**src/rtl/uart_tx_fifo.sv**
```systemverilog
// Byte FIFO feeding an 8N1 UART transmitter. The FIFO applies back-pressure through
// O_TX_FULL. Define UART_TX_PARITY_EN to insert an even-parity bit before the stop bit.
module uart_tx_fifo #(
    parameter int ADDR_W       = 4,
    parameter int CLKS_PER_BIT = 434
) (
    input  logic              CLK,
    input  logic              RESET_N,
    input  logic              I_WR_UART,
    input  logic [7:0]        I_DATA_UART,
    input  logic              I_CLR_OVF,
    output logic              O_TX_FULL,
    output logic              O_TX_EMPTY,
    output logic [ADDR_W:0]   O_COUNT,
    output logic              O_OVERFLOW,
    output logic              O_TX,
    output logic              O_TX_BUSY,
    output logic              O_TX_DONE
);

    localparam int DEPTH = 2 ** ADDR_W;
    localparam int CNT_W = (CLKS_PER_BIT > 2) ? $clog2(CLKS_PER_BIT) : 1;
    localparam logic [ADDR_W:0]  FULL_CNT  = (ADDR_W + 1)'(DEPTH);
    localparam logic [CNT_W-1:0] BAUD_LAST = CNT_W'(CLKS_PER_BIT - 1);

`ifdef UART_TX_PARITY_EN
    typedef enum logic [2:0] {IDLE, START, DATA, PARITY, STOP} state_t;
`else
    typedef enum logic [1:0] {IDLE, START, DATA, STOP} state_t;
`endif

    // ---------------- FIFO ----------------
    logic [7:0]        mem [DEPTH];
    logic [ADDR_W-1:0] wr_ptr, rd_ptr;
    logic [ADDR_W:0]   count;
    logic              overflow;
    logic              full, empty, push, drop, pop;

    assign full  = (count == FULL_CNT);
    assign empty = (count == '0);
    assign push  = I_WR_UART && !full;
    assign drop  = I_WR_UART && full;

    // NOTE: the storage array has no reset; occupancy and pointers alone define validity.
    always_ff @(posedge CLK) begin
        if (push) mem[wr_ptr] <= I_DATA_UART;
    end

    always_ff @(posedge CLK or negedge RESET_N) begin
        if (!RESET_N) begin
            wr_ptr   <= '0;
            rd_ptr   <= '0;
            count    <= '0;
            overflow <= 1'b0;
        end else begin
            if (push) wr_ptr <= wr_ptr + 1'b1;
            if (pop)  rd_ptr <= rd_ptr + 1'b1;
            case ({push, pop})
                2'b10:   count <= count + 1'b1;
                2'b01:   count <= count - 1'b1;
                default: count <= count;
            endcase
            // A dropped write wins over a same-cycle clear so the loss is never hidden.
            if (drop)           overflow <= 1'b1;
            else if (I_CLR_OVF) overflow <= 1'b0;
        end
    end

    // ---------------- Transmitter ----------------
    state_t           state, state_d;
    logic [CNT_W-1:0] baud, baud_d;
    logic [2:0]       bit_idx, bit_d;
    logic [7:0]       shift, shift_d;
    logic             tx_q, tx_d;
    logic             baud_last;
`ifdef UART_TX_PARITY_EN
    logic             par_q, par_d;
`endif

    assign baud_last = (baud == BAUD_LAST);

    // NOTE: sequential state uses non-blocking assignments; the combinational block below uses blocking ones.
    always_ff @(posedge CLK or negedge RESET_N) begin
        if (!RESET_N) begin
            state   <= IDLE;
            baud    <= '0;
            bit_idx <= '0;
            shift   <= '0;
            tx_q    <= 1'b1;
`ifdef UART_TX_PARITY_EN
            par_q   <= 1'b0;
`endif
        end else begin
            state   <= state_d;
            baud    <= baud_d;
            bit_idx <= bit_d;
            shift   <= shift_d;
            tx_q    <= tx_d;
`ifdef UART_TX_PARITY_EN
            par_q   <= par_d;
`endif
        end
    end

    // The line register is loaded with the value of the coming cycle, so O_TX tracks state with no extra lag.
    always_comb begin
        // NOTE: every output gets a default first so no path leaves one unassigned (no latches).
        state_d = state;
        baud_d  = baud;
        bit_d   = bit_idx;
        shift_d = shift;
        tx_d    = tx_q;
        pop     = 1'b0;
`ifdef UART_TX_PARITY_EN
        par_d   = par_q;
`endif
        unique case (state)
            IDLE: begin
                tx_d = 1'b1;
                if (!empty) begin
                    pop     = 1'b1;
                    shift_d = mem[rd_ptr];
`ifdef UART_TX_PARITY_EN
                    par_d   = ^mem[rd_ptr];
`endif
                    baud_d  = '0;
                    state_d = START;
                    tx_d    = 1'b0;
                end
            end
            START: begin
                if (baud_last) begin
                    baud_d  = '0;
                    bit_d   = '0;
                    state_d = DATA;
                    tx_d    = shift[0];
                end else begin
                    baud_d = baud + 1'b1;
                end
            end
            DATA: begin
                if (baud_last) begin
                    baud_d  = '0;
                    shift_d = shift >> 1;
                    if (bit_idx == 3'd7) begin
`ifdef UART_TX_PARITY_EN
                        state_d = PARITY;
                        tx_d    = par_q;
`else
                        state_d = STOP;
                        tx_d    = 1'b1;
`endif
                    end else begin
                        bit_d = bit_idx + 3'd1;
                        tx_d  = shift[1];
                    end
                end else begin
                    baud_d = baud + 1'b1;
                end
            end
`ifdef UART_TX_PARITY_EN
            PARITY: begin
                if (baud_last) begin
                    baud_d  = '0;
                    state_d = STOP;
                    tx_d    = 1'b1;
                end else begin
                    baud_d = baud + 1'b1;
                end
            end
`endif
            STOP: begin
                if (baud_last) begin
                    baud_d  = '0;
                    state_d = IDLE;
                    tx_d    = 1'b1;
                end else begin
                    baud_d = baud + 1'b1;
                end
            end
            default: begin
                state_d = IDLE;
                tx_d    = 1'b1;
            end
        endcase
    end

    assign O_TX       = tx_q;
    assign O_TX_BUSY  = (state != IDLE);
    assign O_TX_DONE  = (state == STOP) && baud_last;
    assign O_TX_FULL  = full;
    assign O_TX_EMPTY = empty;
    assign O_COUNT    = count;
    assign O_OVERFLOW = overflow;

endmodule
```
**config.mk**
```make
export PLATFORM = sky130hd
export DESIGN_NAME = uart_tx_fifo
export DESIGN_NICKNAME = d
export VERILOG_FILES = /design/src/rtl/uart_tx_fifo.sv
export SDC_FILE = /design/constraint.sdc
export NUM_CORES = 1
export LEC_CHECK = 0
export CAP_MARGIN = 30
export CORE_UTILIZATION = 35
export CTS_CLUSTER_DIAMETER = 50
export DETAILED_ROUTE_END_ITERATION = 8
export GPL_ROUTABILITY_DRIVEN = 0
export GPL_TIMING_DRIVEN = 0
export HOLD_SLACK_MARGIN = 0.08
export SYNTH_ARGS = -nofsm -noshare
export SYNTH_HDL_FRONTEND = slang
export SYNTH_SLANG_ARGS = --single-unit
```
**constraint.sdc**
```tcl
create_clock -name CLK -period 3.65 [get_ports CLK]
set_input_delay 0.365 -clock CLK [delete_from_list [all_inputs] [get_ports CLK]]
set_output_delay 0.365 -clock CLK [all_outputs]
set_load 0.02 [all_outputs]
```
==> results.toml <==
[clock_network]
cts_tree = "yes"
htree_levels = 4
clk_pin_slew_worst_paths_ns = 0.06
post_cts_buffers = 0
cts_root_buf = "clkbuf_16"
clock_latency_ns = 0.42
cts_num_sinks = 165
numCtsBuffers = 17
clockBufferDepth = 2

[worst_setup_path]
criticalPathCategory = "reg2reg"
setup.worst_path.start_class = "flip-flop"
cp_max_fo = 9
cp-end-kind = "flip-flop"
cp.required_ns = 4.00
arrival_ns = 3.55

[drt]
drt-met1-wl_um = 5906
dr_total_vias = 3907
dr_wl_met2_um = 7508
post-route-drc-count = 0
wl_met3_um = 505
post_drt_wl_per_cell_um = 18.24
dr.pass1.iters = 4
top_layer_used = "met4"
viasPerCell = 5.035
totalWireLength_um = 14150
final_antenna_net_count = 0
drt_iter0_drc = 347

[synthesis]
yosys_warnings = 0
netlist_instances = 452
synth_top_area_frac = 0.5456
synth_top_area_cell = "edfxtp_1"
synth.net_count = 482
yosysMostFrequentCell = "edfxtp_1"
synthTopCellsByCount = "edfxtp_1, dfrtp_1, nand2_1"
synth-main-ff-cell = "edfxtp_1"
ys_seq_elements = 165
syn_area_mm2 = 0.007046
avgSynthCellArea_um2 = 15.59
synthTopCellsByArea = "edfxtp_1, dfrtp_1, mux2i_1, mux4_2, ha_1"
synth-async-reset-ratio = 0.2242
netlist-cell-type-count = 49
synth_edf_count = 128
ys_seq_area_frac = 0.6771

[min_path]
hold_class = "reg2reg"

[sta]
setup_viol = 0
max_freq_ghz = 0.3120
fin_hold_ws_ns = 0.4752
rsz0062_at_grt = "no"
tightest_slew_ns = 0.8536
min_period_ns = 3.205
final.period_utilization = 0.8782
finalHoldViolCount = 0
max_slew_margin = 0.4289
slew_viol_final = 0
fin_tns_setup_ns = 0
finClkSkew_ns = 0.006750

[pwr]
ir_drop_mv = 0.4400
power.leakage_nw = 2.958
p_per_area_mw_per_mm2 = 790.1

[floorplanning]
start_util = 0.3596
coreArea_mm2 = 0.01959
num_rows = 51
fp.dieH_um = 143.9
io_pins = 23
die-area_mm2 = 0.02070
fp.dieW_um = 143.9

[final_layout]
drive_above_1_share = 0.1331
n_antenna_cell = 0
area_growth_pct = 16.96
nets = 528

[status]
status = "finished clean"

[global_routing]
grt_max_degree = 38
grt_pass1_wl_um = 22390
grt_antenna_before_repair = 0
grt_pass1_vias = 4042
track_usage = 0.1506
overflow = 0

[flow_run]
maxCapViolCount = 0

[placement]
dp_hpwl_um = 9765
port_buffers = 22
[cell families (layout without fill, tap and decap cells)]
kind of cell / after synthesis / count (layout) / synth area share
xor+xnor: 13 / 13 / 0.01616
flops: 165 / 165 / 0.6771
buf+inv: 35 / 94 / 0.02611
simple gates: 87 / 87 / 0.05914
fa+ha+maj: 18 / 18 / 0.03197
compound gates: 84 / 84 / 0.07992
mux: 50 / 50 / 0.1096
[cells in the final DEF, fill, tap and decap left out, drive strengths merged, types with 8 or more instances in the layout]
| cell type | n |
|---|---|
| a21oi | 12 |
| a22oi | 15 |
| buf | 19 |
| clkbuf | 26 |
| clkdlybuf4s50 | 21 |
| dfrtp | 36 |
| edfxtp | 128 |
| ha | 18 |
| inv | 17 |
| mux2i | 28 |
| mux4 | 19 |
| nand2 | 31 |
| nor2 | 19 |
| nor3 | 8 |
| o21a | 9 |
| o21ai | 17 |
| o22ai | 10 |
[stage by stage]
stage / instance area [um^2] / std cells / util / setup WS [ns] / total power [mW]
after floorplan: 7046 / 452 / - / 0.4089 / 4.067
after global placement: 7597 / 739 / 0.3878 / 0.2775 / 4.665
after detailed placement: 7617 / 743 / 0.3888 / 0.07699 / 4.750
after CTS: 8230 / 776 / 0.4201 / 0.05471 / 6.574
after global routing: 8240 / 776 / 0.4206 / 0.08302 / 6.887
final: 8240 / 776 / 0.4206 / 0.4447 / 6.511
[critical path: stages, from the launching register on]
cell and delay (ns):
dfrtp_1 0.38, clkbuf_1 0.18, nor3_2 0.31, and3b_1 0.26, nor2b_1 0.06, buf_2 0.17, inv_1 0.09, ha_1 0.17
clkbuf_2 0.21, xor2_1 0.19, ha_1 0.22, a21boi_0 0.19, o221ai_1 0.17, a21o_1 0.21, a21oi_1 0.17, xor2_1 0.15
[area by class of cell]
| class | count | area (um^2) |
|---|---|---|
| clock inverters | 14 | 173.9 |
| plain buffers | 22 | 136.4 |
| fillers | 1789 | 11350 |
| repair buffers | 27 | 250.2 |
| flip-flops and latches | 165 | 4771 |
| well taps | 265 | 331.6 |
| inverters | 13 | 48.80 |
| multi-input cells | 252 | 2100 |
| clock buffers | 18 | 429.2 |
[routing by layer]
metal  global-route usage  up-vias
met5                    0        -
met4              0.06383        0
met3              0.02632       22
met2               0.2639       79
met1               0.1819     1964
li1                     -     1842
[worst paths after layout]
path	start	to	slack, ns	cells past startpoint
setup reg to reg	O_COUNT[2]	O_COUNT[4]	0.44	15
min in group asynchronous	RESET_N	O_COUNT[0]	0.58	2
max in group asynchronous	RESET_N	baud[4]	2.56	2
hold reg to reg	O_TX	O_TX	0.48	2
setup / recovery	O_COUNT[2]	O_COUNT[4]	0.44	15
hold / removal	O_TX	O_TX	0.48	2
[power by group]
group | total [mW] | internal, mW | switching, mW
clock | 1.82 | 1.08 | 0.739
combinational | 2.20 | 0.941 | 1.26
sequential | 2.49 | 2.35 | 0.145
[flip-flops by register name, summed over array words and instances, names as in the netlist]
register    count
O_COUNT         5
O_OVERFLOW      1
O_TX            1
baud            9
bit_idx         3
mem           128
rd_ptr          4
shift           8
state           2
wr_ptr          4
[repair_timing]
action | CTS | global route
endpoints found under the hold margin | 36 | 0
gates resized for setup | 0 | 4
endpoints found under the setup margin | 0 | 1
hold buffers | 1 | 0
Power figures use the tool's default switching activity.
